--- src/rtl/config_flit_engine.sv ---
// Configuration flit front end: credit-managed input FIFO, command decode, config bus and read-back replies.
// Optional build macro CFG_PARITY_EN: flit bit FW-1 carries even parity over the used fields (adds err_parity).
module config_flit_engine #(
    parameter int             FW       = 59,
    parameter int             FTW      = 3,
    parameter logic [FTW-1:0] CFG_TYPE = 3'b100,
    parameter int             CAW      = 15,
    parameter int             CDW      = 21,
    parameter int             XW       = 4,
    parameter int             YW       = 4,
    parameter int             FDW      = 2,
    parameter int             BCW      = 8,
    parameter int             RD_LAT   = 1
) (
    input  logic                 clk,
    input  logic                 rst,
    input  logic                 spk_in_config_we,
    input  logic [FW-1:0]        spk_in_config_wdata,
    output logic                 config_spk_in_credit,
    input  logic                 hold,
    output logic                 cfg_we,
    output logic [CAW-1:0]       cfg_waddr,
    output logic [CDW-1:0]       cfg_wdata,
    output logic                 cfg_re,
    output logic [CAW-1:0]       cfg_raddr,
    input  logic [CDW-1:0]       cfg_rdata,
    input  logic                 spk_out_config_full,
    output logic                 cfg_reply_we,
    output logic [XW+YW+CDW-1:0] cfg_reply_wdata,
    output logic                 busy,
    output logic                 err_overflow,
`ifdef CFG_PARITY_EN
    output logic                 err_parity,
`endif
    output logic                 err_proto
);

    localparam int UW    = FTW + 2 + CAW + CDW + XW + YW;
    localparam int X_LSB = YW;
    localparam int D_LSB = YW + XW;
    localparam int A_LSB = D_LSB + CDW;
    localparam int O_LSB = A_LSB + CAW;
    localparam int T_LSB = O_LSB + 2;
    localparam int DEPTH = 1 << FDW;

    localparam logic [FDW:0]   CNT_FULL = (FDW+1)'(DEPTH);
    localparam logic [FDW:0]   CNT_ONE  = (FDW+1)'(1);
    localparam logic [FDW-1:0] PTR_ONE  = FDW'(1);
    localparam logic [CAW-1:0] ADDR_ONE = CAW'(1);
    localparam logic [BCW-1:0] BCNT_ONE = BCW'(1);
    localparam logic [2:0]     LAT_END  = 3'(RD_LAT);

    localparam logic [1:0] OP_WR    = 2'b00;
    localparam logic [1:0] OP_RD    = 2'b01;
    localparam logic [1:0] OP_BURST = 2'b10;

    localparam logic [2:0] S_IDLE    = 3'd0;
    localparam logic [2:0] S_WR      = 3'd1;
    localparam logic [2:0] S_RD_REQ  = 3'd2;
    localparam logic [2:0] S_RD_WAIT = 3'd3;
    localparam logic [2:0] S_REPLY   = 3'd4;
    localparam logic [2:0] S_BURST   = 3'd5;

    function automatic logic f_parity_ok(input logic [FW-1:0] flit);
        return ~(^{flit[FW-1], flit[UW-1:0]});
    endfunction

    logic [FW-1:0]         r_mem [DEPTH];
    logic [FDW-1:0]        r_wptr;
    logic [FDW-1:0]        r_rptr;
    logic [FDW:0]          r_count;
    logic                  r_err_overflow;

    logic [2:0]            r_state;
    logic                  r_hold;
    logic                  r_we;
    logic [CAW-1:0]        r_waddr;
    logic [CDW-1:0]        r_wdata;
    logic                  r_re;
    logic [CAW-1:0]        r_raddr;
    logic [XW-1:0]         r_x;
    logic [YW-1:0]         r_y;
    logic [2:0]            r_lat;
    logic [CDW-1:0]        r_rdata;
    logic                  r_reply_we;
    logic [XW+YW+CDW-1:0]  r_reply_wdata;
    logic [CAW-1:0]        r_base;
    logic [BCW-1:0]        r_rem;
    logic                  r_err_proto;
    logic                  r_err_parity;

    logic                  w_full;
    logic                  w_empty;
    logic                  w_push;
    logic                  w_pop;
    logic [FW-1:0]         w_head;
    logic [FTW-1:0]        w_type;
    logic [1:0]            w_op;
    logic [CAW-1:0]        w_addr;
    logic [CDW-1:0]        w_data;
    logic [XW-1:0]         w_x;
    logic [YW-1:0]         w_y;
    logic                  w_is_cfg;
    logic                  w_par_ok;
    logic                  w_unused_hi;

    assign w_full   = (r_count == CNT_FULL);
    assign w_empty  = (r_count == '0);
    assign w_push   = spk_in_config_we & ~w_full;
    assign w_head   = r_mem[r_rptr];
    assign w_type   = w_head[T_LSB +: FTW];
    assign w_op     = w_head[O_LSB +: 2];
    assign w_addr   = w_head[A_LSB +: CAW];
    assign w_data   = w_head[D_LSB +: CDW];
    assign w_x      = w_head[X_LSB +: XW];
    assign w_y      = w_head[0 +: YW];
    assign w_is_cfg = (w_type == CFG_TYPE);
    assign w_unused_hi = ^w_head[FW-1:UW];

`ifdef CFG_PARITY_EN
    assign w_par_ok   = f_parity_ok(w_head);
    assign err_parity = r_err_parity;
`else
    assign w_par_ok   = 1'b1;
`endif

    // Head consumption: bus commands wait out hold, everything else is discarded immediately.
    always_comb begin
        w_pop = 1'b0;
        case (r_state)
            S_IDLE: begin
                if (w_empty) begin
                    w_pop = 1'b0;
                end else if (!w_par_ok || !w_is_cfg) begin
                    w_pop = 1'b1;
                end else if ((w_op == OP_WR) || (w_op == OP_RD)) begin
                    w_pop = ~r_hold;
                end else begin
                    w_pop = 1'b1;
                end
            end
            S_BURST: w_pop = ~w_empty & ~r_hold;
            default: w_pop = 1'b0;
        endcase
    end

    // Input FIFO storage, pointers, occupancy and overflow flag.
    always_ff @(posedge clk or posedge rst) begin
        if (rst) begin
            for (int i = 0; i < DEPTH; i++) begin
                r_mem[i] <= '0;
            end
            r_wptr         <= '0;
            r_rptr         <= '0;
            r_count        <= '0;
            r_err_overflow <= 1'b0;
        end else begin
            if (w_push) begin
                r_mem[r_wptr] <= spk_in_config_wdata;
                r_wptr        <= r_wptr + PTR_ONE;
            end
            if (w_pop) begin
                r_rptr <= r_rptr + PTR_ONE;
            end
            case ({w_push, w_pop})
                2'b10:   r_count <= r_count + CNT_ONE;
                2'b01:   r_count <= r_count - CNT_ONE;
                default: r_count <= r_count;
            endcase
            if (spk_in_config_we && w_full) begin
                r_err_overflow <= 1'b1;
            end
        end
    end

    // Command FSM with registered bus strobes, reply path and sticky error flags.
    always_ff @(posedge clk or posedge rst) begin
        if (rst) begin
            r_state       <= S_IDLE;
            r_hold        <= 1'b0;
            r_we          <= 1'b0;
            r_waddr       <= '0;
            r_wdata       <= '0;
            r_re          <= 1'b0;
            r_raddr       <= '0;
            r_x           <= '0;
            r_y           <= '0;
            r_lat         <= 3'd0;
            r_rdata       <= '0;
            r_reply_we    <= 1'b0;
            r_reply_wdata <= '0;
            r_base        <= '0;
            r_rem         <= '0;
            r_err_proto   <= 1'b0;
            r_err_parity  <= 1'b0;
        end else begin
            r_hold     <= hold;
            r_we       <= 1'b0;
            r_re       <= 1'b0;
            r_reply_we <= 1'b0;
            case (r_state)
                S_IDLE: begin
                    if (w_pop && !w_par_ok) begin
                        r_err_parity <= 1'b1;
                    end else if (w_pop && w_is_cfg) begin
                        case (w_op)
                            OP_WR: begin
                                r_we    <= 1'b1;
                                r_waddr <= w_addr;
                                r_wdata <= w_data;
                                r_state <= S_WR;
                            end
                            OP_RD: begin
                                r_re    <= 1'b1;
                                r_raddr <= w_addr;
                                r_x     <= w_x;
                                r_y     <= w_y;
                                r_state <= S_RD_REQ;
                            end
                            OP_BURST: begin
                                r_base <= w_addr;
                                r_rem  <= w_data[BCW-1:0];
                                if (w_data[BCW-1:0] != '0) begin
                                    r_state <= S_BURST;
                                end
                            end
                            default: r_err_proto <= 1'b1;
                        endcase
                    end
                end
                S_WR: r_state <= S_IDLE;
                S_RD_REQ: begin
                    r_lat   <= 3'd1;
                    r_state <= S_RD_WAIT;
                end
                S_RD_WAIT: begin
                    if (r_lat == LAT_END) begin
                        r_rdata <= cfg_rdata;
                        r_state <= S_REPLY;
                    end else begin
                        r_lat <= r_lat + 3'd1;
                    end
                end
                S_REPLY: begin
                    if (!spk_out_config_full) begin
                        r_reply_we    <= 1'b1;
                        r_reply_wdata <= {r_x, r_y, r_rdata};
                        r_state       <= S_IDLE;
                    end
                end
                S_BURST: begin
                    if (w_pop && !w_par_ok) begin
                        r_err_parity <= 1'b1;
                        r_state      <= S_IDLE;
                    end else if (w_pop) begin
                        r_we    <= 1'b1;
                        r_waddr <= r_base;
                        r_wdata <= w_head[CDW-1:0];
                        r_base  <= r_base + ADDR_ONE;
                        r_rem   <= r_rem - BCNT_ONE;
                        if (r_rem == BCNT_ONE) begin
                            r_state <= S_IDLE;
                        end
                    end
                end
                default: r_state <= S_IDLE;
            endcase
        end
    end

    assign config_spk_in_credit = w_pop;
    assign cfg_we          = r_we;
    assign cfg_waddr       = r_waddr;
    assign cfg_wdata       = r_wdata;
    assign cfg_re          = r_re;
    assign cfg_raddr       = r_raddr;
    assign cfg_reply_we    = r_reply_we;
    assign cfg_reply_wdata = r_reply_wdata;
    assign busy            = (r_state != S_IDLE) | ~w_empty;
    assign err_overflow    = r_err_overflow;
    assign err_proto       = r_err_proto;

endmodule

--- config.mk ---
export PLATFORM = sky130hd
export DESIGN_NAME = config_flit_engine
export DESIGN_NICKNAME = d
export VERILOG_FILES = /design/src/rtl/config_flit_engine.sv
export SDC_FILE = /design/constraint.sdc
export NUM_CORES = 1
export LEC_CHECK = 0
export ABC_AREA = 1
export BUFFER_PORTS_ARGS = -buffer_cell sky130_fd_sc_hd__buf_2
export CORE_MARGIN = 10
export CORE_UTILIZATION = 59
export CTS_CLUSTER_DIAMETER = 100
export CTS_CLUSTER_SIZE = 25
export DETAILED_ROUTE_END_ITERATION = 10
export MAX_ROUTING_LAYER = met4
export PLACE_DENSITY = 0.87
export SLEW_MARGIN = 20
export SYNTH_ARGS = -nofsm -noshare
export SYNTH_HDL_FRONTEND = slang
export SYNTH_SLANG_ARGS = --single-unit
--- constraint.sdc ---
create_clock -name clk -period 16.4 [get_ports clk]
set_input_delay 3.28 -clock clk [delete_from_list [all_inputs] [get_ports clk]]
set_output_delay 3.28 -clock clk [all_outputs]
set_load 0.01 [all_outputs]
Yosys cells after proc, flatten, opt, wreduce, memory -nomap -nowiden
Cells that the tools add are included.
{"block": "word_totals", "reg_bits": 387, "input_bits": 85, "out_inout_bits": 87, "wordCells": 133}
{"block": "op_classes", "n_addsub": 7, "n_lt_le_gt_ge": 3, "n_eq_ne": 22, "muxes": 46, "bitwise_logic": 10, "reduce_logical": 21}
{"operator": "$bwmux W236", "n": 1}
{"operator": "$bmux W59 S2", "n": 1}
{"operator": "$demux W59 S2", "n": 1}
{"operator": "$mux W49", "n": 2}
{"operator": "$mux W15", "n": 6}
{"operator": "$mux W21", "n": 3}
{"operator": "$pmux W15 S2", "n": 2}
{"operator": "$mux W59", "n": 1}
{"operator": "$pmux W21 S2", "n": 1}
{"operator": "$mux W8", "n": 3}
{"operator": "$mux W3", "n": 7}
{"operator": "$pmux W8 S2", "n": 1}
{"operator": "$add A15 B1 Y15 const B", "n": 1}
{"operator": "$pmux W3 S5", "n": 1}
{"operator": "$ne A2 B2 Y1 const B", "n": 7}
{"operator": "$eq A3 B3 Y1 const B", "n": 4}
{"operator": "$pmux W3 S2", "n": 2}
{"operator": "$mux W1", "n": 11}
{"operator": "$pmux W3 S3", "n": 1}
{"operator": "$eq A8 B1 Y1 const B", "n": 1}
{"operator": "$reduce_and A4 Y1", "n": 2}
{"operator": "$reduce_bool A8 Y1", "n": 1}
{"operator": "$sub A8 B1 Y8 const B", "n": 1}
{"operator": "$reduce_and A7 Y1", "n": 1}
{"operator": "other kinds (26)", "n": 47}

Logic depth before layout (Yosys ltp)
{"block": "depth", "word_depth": 13, "depth_mapped": 16, "mapped_depth_nobuf": 15}

Worst setup path before layout
Ideal clock, no wire load.
{"block": "synth_timing", "path_type": "input-to-reg", "from": "input spk_in_config_we", "to": "register r_count[2]", "setup_time_ns": 0.124, "arrival_time_ns": 4.399, "t_required_ns": 16.276, "path_slack_ns": 11.877, "cell_stages": 7, "path_buffers": 0, "path_cell_list": "nand2_1 ha_1 inv_1 fa_1 a21oi_1 o21ai_0 xnor2_1"}
{"block": "synth_between", "elab_chain_len": 3, "elab_cells_between_ends": 5, "classes_between": "eq/ne (2); mux (1); bitwise (1); reduce/logical (1)"}
{"element": "start, declared", "line_no": "17", "source": "input logic spk_in_config_we,"}
{"element": "$and A1 B1 Y1 *", "line_no": "109", "source": "assign w_push = spk_in_config_we & ~w_full;"}
{"element": "$eq A2 B1 Y1 / $eq A2 B2 Y1 (equally long branches)", "line_no": "165", "source": "case ({w_push, w_pop})"}
{"element": "$pmux W3 S2 / $reduce_bool A2 Y1 (equally long branches)"}
{"element": "end signal, assigned", "line_no": "166", "source": "2'b10: r_count <= r_count + CNT_ONE;"}
{"element": "end signal, assigned", "line_no": "167", "source": "2'b01: r_count <= r_count - CNT_ONE;"}
{"element": "end signal, assigned", "line_no": "168", "source": "default: r_count <= r_count;"}
{"element": "end, declared", "line_no": "71", "source": "logic [FDW:0] r_count;"}
Every way passes the cells marked *; elsewhere a longest branch is shown, timed or not.
A chain may end at the register's enable or synchronous reset.

Final worst setup path
{"block": "layout_timing", "from": "register r_rptr[0]", "to": "output config_spk_in_credit"}
{"block": "layout_between", "elab_chain_len": 10, "elab_cells_between_ends": 12, "classes_between": "eq/ne (2); mux (7); bitwise (1); reduce/logical (2)"}
{"element": "start, declared", "line_no": "70", "source": "logic [FDW-1:0] r_rptr;"}
{"element": "start signal, assigned", "line_no": "163", "source": "r_rptr <= r_rptr + PTR_ONE;"}
{"element": "$not A2 Y3 (implied by the code) *", "line_no": "110", "source": "assign w_head = r_mem[r_rptr];"}
{"element": "$bmux W59 S2 *", "line_no": "110"}
{"element": "$mux W49 (implied by the code) * (2 in a row)", "line_no": "110"}
{"element": "$eq A2 B1 Y1 / $logic_not A2 Y1 (equally long branches)", "line_no": "136", "source": "end else if ((w_op == OP_WR) || (w_op == OP_RD)) begin"}
{"element": "$logic_or A1 B1 Y1", "line_no": "136"}
{"element": "$mux W1", "line_no": "136"}
{"element": "$mux W1 *", "line_no": "134", "source": "end else if (!w_par_ok || !w_is_cfg) begin"}
{"element": "$mux W1 *", "line_no": "132", "source": "if (w_empty) begin"}
{"element": "$pmux W1 S2 *", "line_no": "130", "source": "case (r_state)"}
{"element": "end, declared", "line_no": "19", "source": "output logic config_spk_in_credit,"}
Every way passes the cells marked *; elsewhere a longest branch is shown, timed or not. The select of a mux whose other input is x is not followed.

==> summary.txt <==
Place
  – Port Buffers: about 160
  – Dpl hpwl: around 25 mm
  – Pre-CTS worst setup slack: roughly 10 ns
  – GP Congestion: roughly 0.86

STA
  – Final worst path period need: around 6.2 ns
  – Headroom to the max-slew limit: between 30% and 40%
  – Final period utilization: between 30% and 40%
  – Total negative setup slack: 0 ns
  – RSZ-0062 raised after global routing: false
  – # setup viols final: 0
  – Fin. Hold Viols: 0
  – PnR worst setup slack: just over 10 ns
  – Slew @ Worst Pin: ~0.99 ns
  – Max Slew Vio Count: 0
  – Max frequency: 162.5 MHz
  – WHS: ~0.47 ns
  – Skew final: approximately 0.009 ns

Worst hold path
  – Worst hold path type: reg2reg
  – Hold wc startpoint: cfg_reply_wdata[16]
  – WHS Endpoint: cfg_reply_wdata[16]
  – Hold Path Stages: 2

Clock tree
  – Clock root buffer: clkbuf_16
  – CTS Buffer Depth: 3
  – CTS tree: done
  – Post-CTS setup buffer count: 0
  – CTS buffer count: 17
  – Hold-fix buffers, CTS: 0
  – Clk_lat worst skew: about 0.5 ns
  – CTS clk-pin slew, worst paths: roughly 0.1 ns
  – CTS Sinks: ~350
  – Htree depth: 1
  – Post-CTS sizing: 0

Logic synthesis
  – Synth Area in XOR/XNOR: less than 1%
  – Synth Instances: approximately 1700
  – Synth Flop Type: dfrtp_1
  – Fraction of synthesized area in multiplexers: between 10% and 20%
  – Mean post-synth cell area: 9.376 µm²
  – Post-synthesis net count: roughly 1800
  – Adder-cell share of the synthesized area: less than 1%
  – Largest family of logic cells by synthesized area: simple AND/OR/NAND/NOR gates
  – Part of the Yosys area used for sequential elements: between 50% and 60%
  – Synth Area in Simple Gates: ~17%
  – Post-synth top area share: between 50 and 60%
  – Post-Synthesis Cell Area: 15580 µm²
  – Synth area leaders: dfrtp_1 (56%), nand2_1 (12%), mux2_2 (11%)
  – Post-synth top area cell: dfrtp_1
  – Post-synthesis cell type count: 42
  – Post-synth ARST share: 100.0%
  – Syn. warnings: 0
  – Yosys reg bits: about 350
  – Post-synth EDFFs: 0
  – Compound-Gate Fraction of Synth Area: 9.908%

Layout
  – Layout cells sized above 1: between 20% and 30%
  – P&R area growth vs syn: 9.290%
  – Fin util: roughly two thirds
  – Fill cell count: approximately 2000
  – Final nets: around 1900

Die
  – Die Height: roughly 180 µm
  – Initial core utilization: roughly 60%
  – Core Area: between 20000 and 30000 µm²
  – Die area: around 33000 µm²
  – Rows: 59
  – Die W: around 180 µm
  – IO Pins: about 170

Setup path
  – R2R depth: 12
  – Crit Path Category: reg2out
  – Critical path data required time: roughly 13 ns
  – Startpoint Class: flop
  – CP Max Fanout: 65
  – Reg2reg setup slack: roughly 13 ns
  – R2R Path Start: r_rptr[0]
  – CP Capture Type: primary output
  – Reg-to-reg endpoint: cfg_waddr[13]
  – CP Data Arrival Time: between 2 and 3 ns

Detailed routing
  – DR WL/cell: between 15 and 20 µm
  – Final ANT Viol Nets: 0
  – Via count: between 10000 and 15000
  – Pre-Repair DR Iteration Count: 7
  – Drt drc: 0
  – Vias per cell: roughly 5.7
  – 1st-iter DRT viols: 1086
  – Final wirelength: 37.22 mm

GRT
  – First-pass GRT wire length: 61.03 mm
  – Initial antenna violation count: 10
  – Grt total ovfl: 0
  – All-layer global routing usage: 22.53%
  – Vias in the first global route: 11850
  – Largest net degree at the start of global routing: 106

Run
  – Number of max-cap violations: 0

Outcome
  – Status: finished clean

Pwr
  – PD cells: around 200 nW/µm²
  – Max IR drop VDD: 0.1279 mV
  – Leak: roughly 8.4 nW
[synth_stat cells (2+ instances only)]
master / n
nand2_1: 486
dfrtp_1: 347
o21ai_0: 167
mux2_2: 146
inv_1: 110
nor2_1: 71
a21oi_1: 63
nand3_1: 60
buf_2: 48
o21ai_1: 37
clkbuf_1: 33
a31oi_1: 11
o22ai_1: 11
ha_1: 10
inv_2: 7
nand4_1: 6
xor2_1: 6
nand2_4: 4
nor3_1: 4
buf_4: 3
nand2_2: 3
o211ai_1: 3
xnor2_1: 3
and3_1: 2
buf_1: 2
buf_6: 2
nor3_4: 2
[routing by layer]
metal / share of wire, % / up-vias / track usage (%)
li1: - / 5636 / -
met1: 42 / 5899 / 28.82
met2: 49 / 388 / 36.60
met3: 7.3 / 39 / 4.174
met4: 1.6 / 0 / 5.500
met5: 0 / - / -
[worst max path at each step]
stage	slack [ns]	start	depth (start not counted)	endpoint
after global placement	10.48	rst	4	r_hold
after floorplan	3.50	rst	1	cfg_raddr[0]
after CTS	10.24	r_rptr[0]	9	config_spk_in_credit
final	10.25	r_rptr[0]	9	config_spk_in_credit
after global routing	10.00	r_rptr[0]	10	config_spk_in_credit
after detailed placement	10.42	rst	4	r_mem[14]
[critical path, cell delays in order (launching register included)]
cell and delay [ns]:
dfrtp_4 0.83, inv_2 0.51, nand3_1 0.21, nand3_1 0.10
nand2_2 0.18, nand2_4 0.10, nand2_2 0.11, nand2_4 0.09
inv_4 0.10, buf_2 0.13
[kinds of logic after synthesis]
| family | Yosys count |
|---|---|
| and+or+nand+nor | 645 |
| DFF | 347 |
| AOI/OAI and AO/OA | 298 |
| buffers and inverters | 206 |
| muxes | 146 |
| adders and majority gates | 11 |
| xor gates and xnor gates | 9 |
[cell type report]
cell class	instances	area (µm²)	area share, %
timing repair buffer	177	942.2	5.532
inverter	118	452.9	2.660
multi-input combinational	1109	6070	35.64
antenna	10	25.02	0.1469
tap	335	419.2	2.461
clock inverter	1	5.005	0.02939
clock buffer	18	429.2	2.520
sequential	347	8687	51.01
[layout by cell type, fill, tap and decap left out, types with 2 or more instances in the layout]
cell type	instances
a21oi_1	63
a31oi_1	11
and3_1	2
buf_2	161
buf_4	14
clkbuf_16	17
dfrtp_1	346
diode_2	10
ha_1	10
inv_1	109
inv_2	7
mux2_2	146
nand2_1	486
nand2_2	3
nand2_4	4
nand3_1	60
nand4_1	6
nor2_1	66
nor2_2	2
nor2_4	5
nor3_1	4
nor3_4	2
o211ai_1	3
o21ai_0	167
o21ai_1	37
o22ai_1	11
xnor2_1	3
xor2_1	6
[registers in the layout, summed over array words and instances (netlist names)]
register         count
cfg_re               1
r_rem                8
r_wptr               2
r_count              3
err_overflow         1
r_state              3
r_x                  4
r_hold               1
r_rdata             21
cfg_reply_we         1
cfg_raddr           15
r_mem              196
cfg_wdata           21
r_lat                3
err_proto            1
cfg_reply_wdata     29
cfg_we               1
r_y                  4
cfg_waddr           15
r_base              15
r_rptr               2
[power breakdown]
group          internal (mW)  switching, mW
Sequential              1.26          0.233
Combinational          0.580          0.901
Clock                  0.188          0.257
Total                   2.03           1.39
[through the flow]
stage | instances | cell area (µm²) | power [mW]
final | 2115 | 17030 | 3.420
after detailed placement | 2085 | 16550 | 2.973
after CTS | 2104 | 16980 | 3.424
after floorplan | 1662 | 15580 | 2.533
after global placement | 2085 | 16550 | 2.885
after global routing | 2115 | 17030 | 3.694
Power figures use the tool's default switching activity.
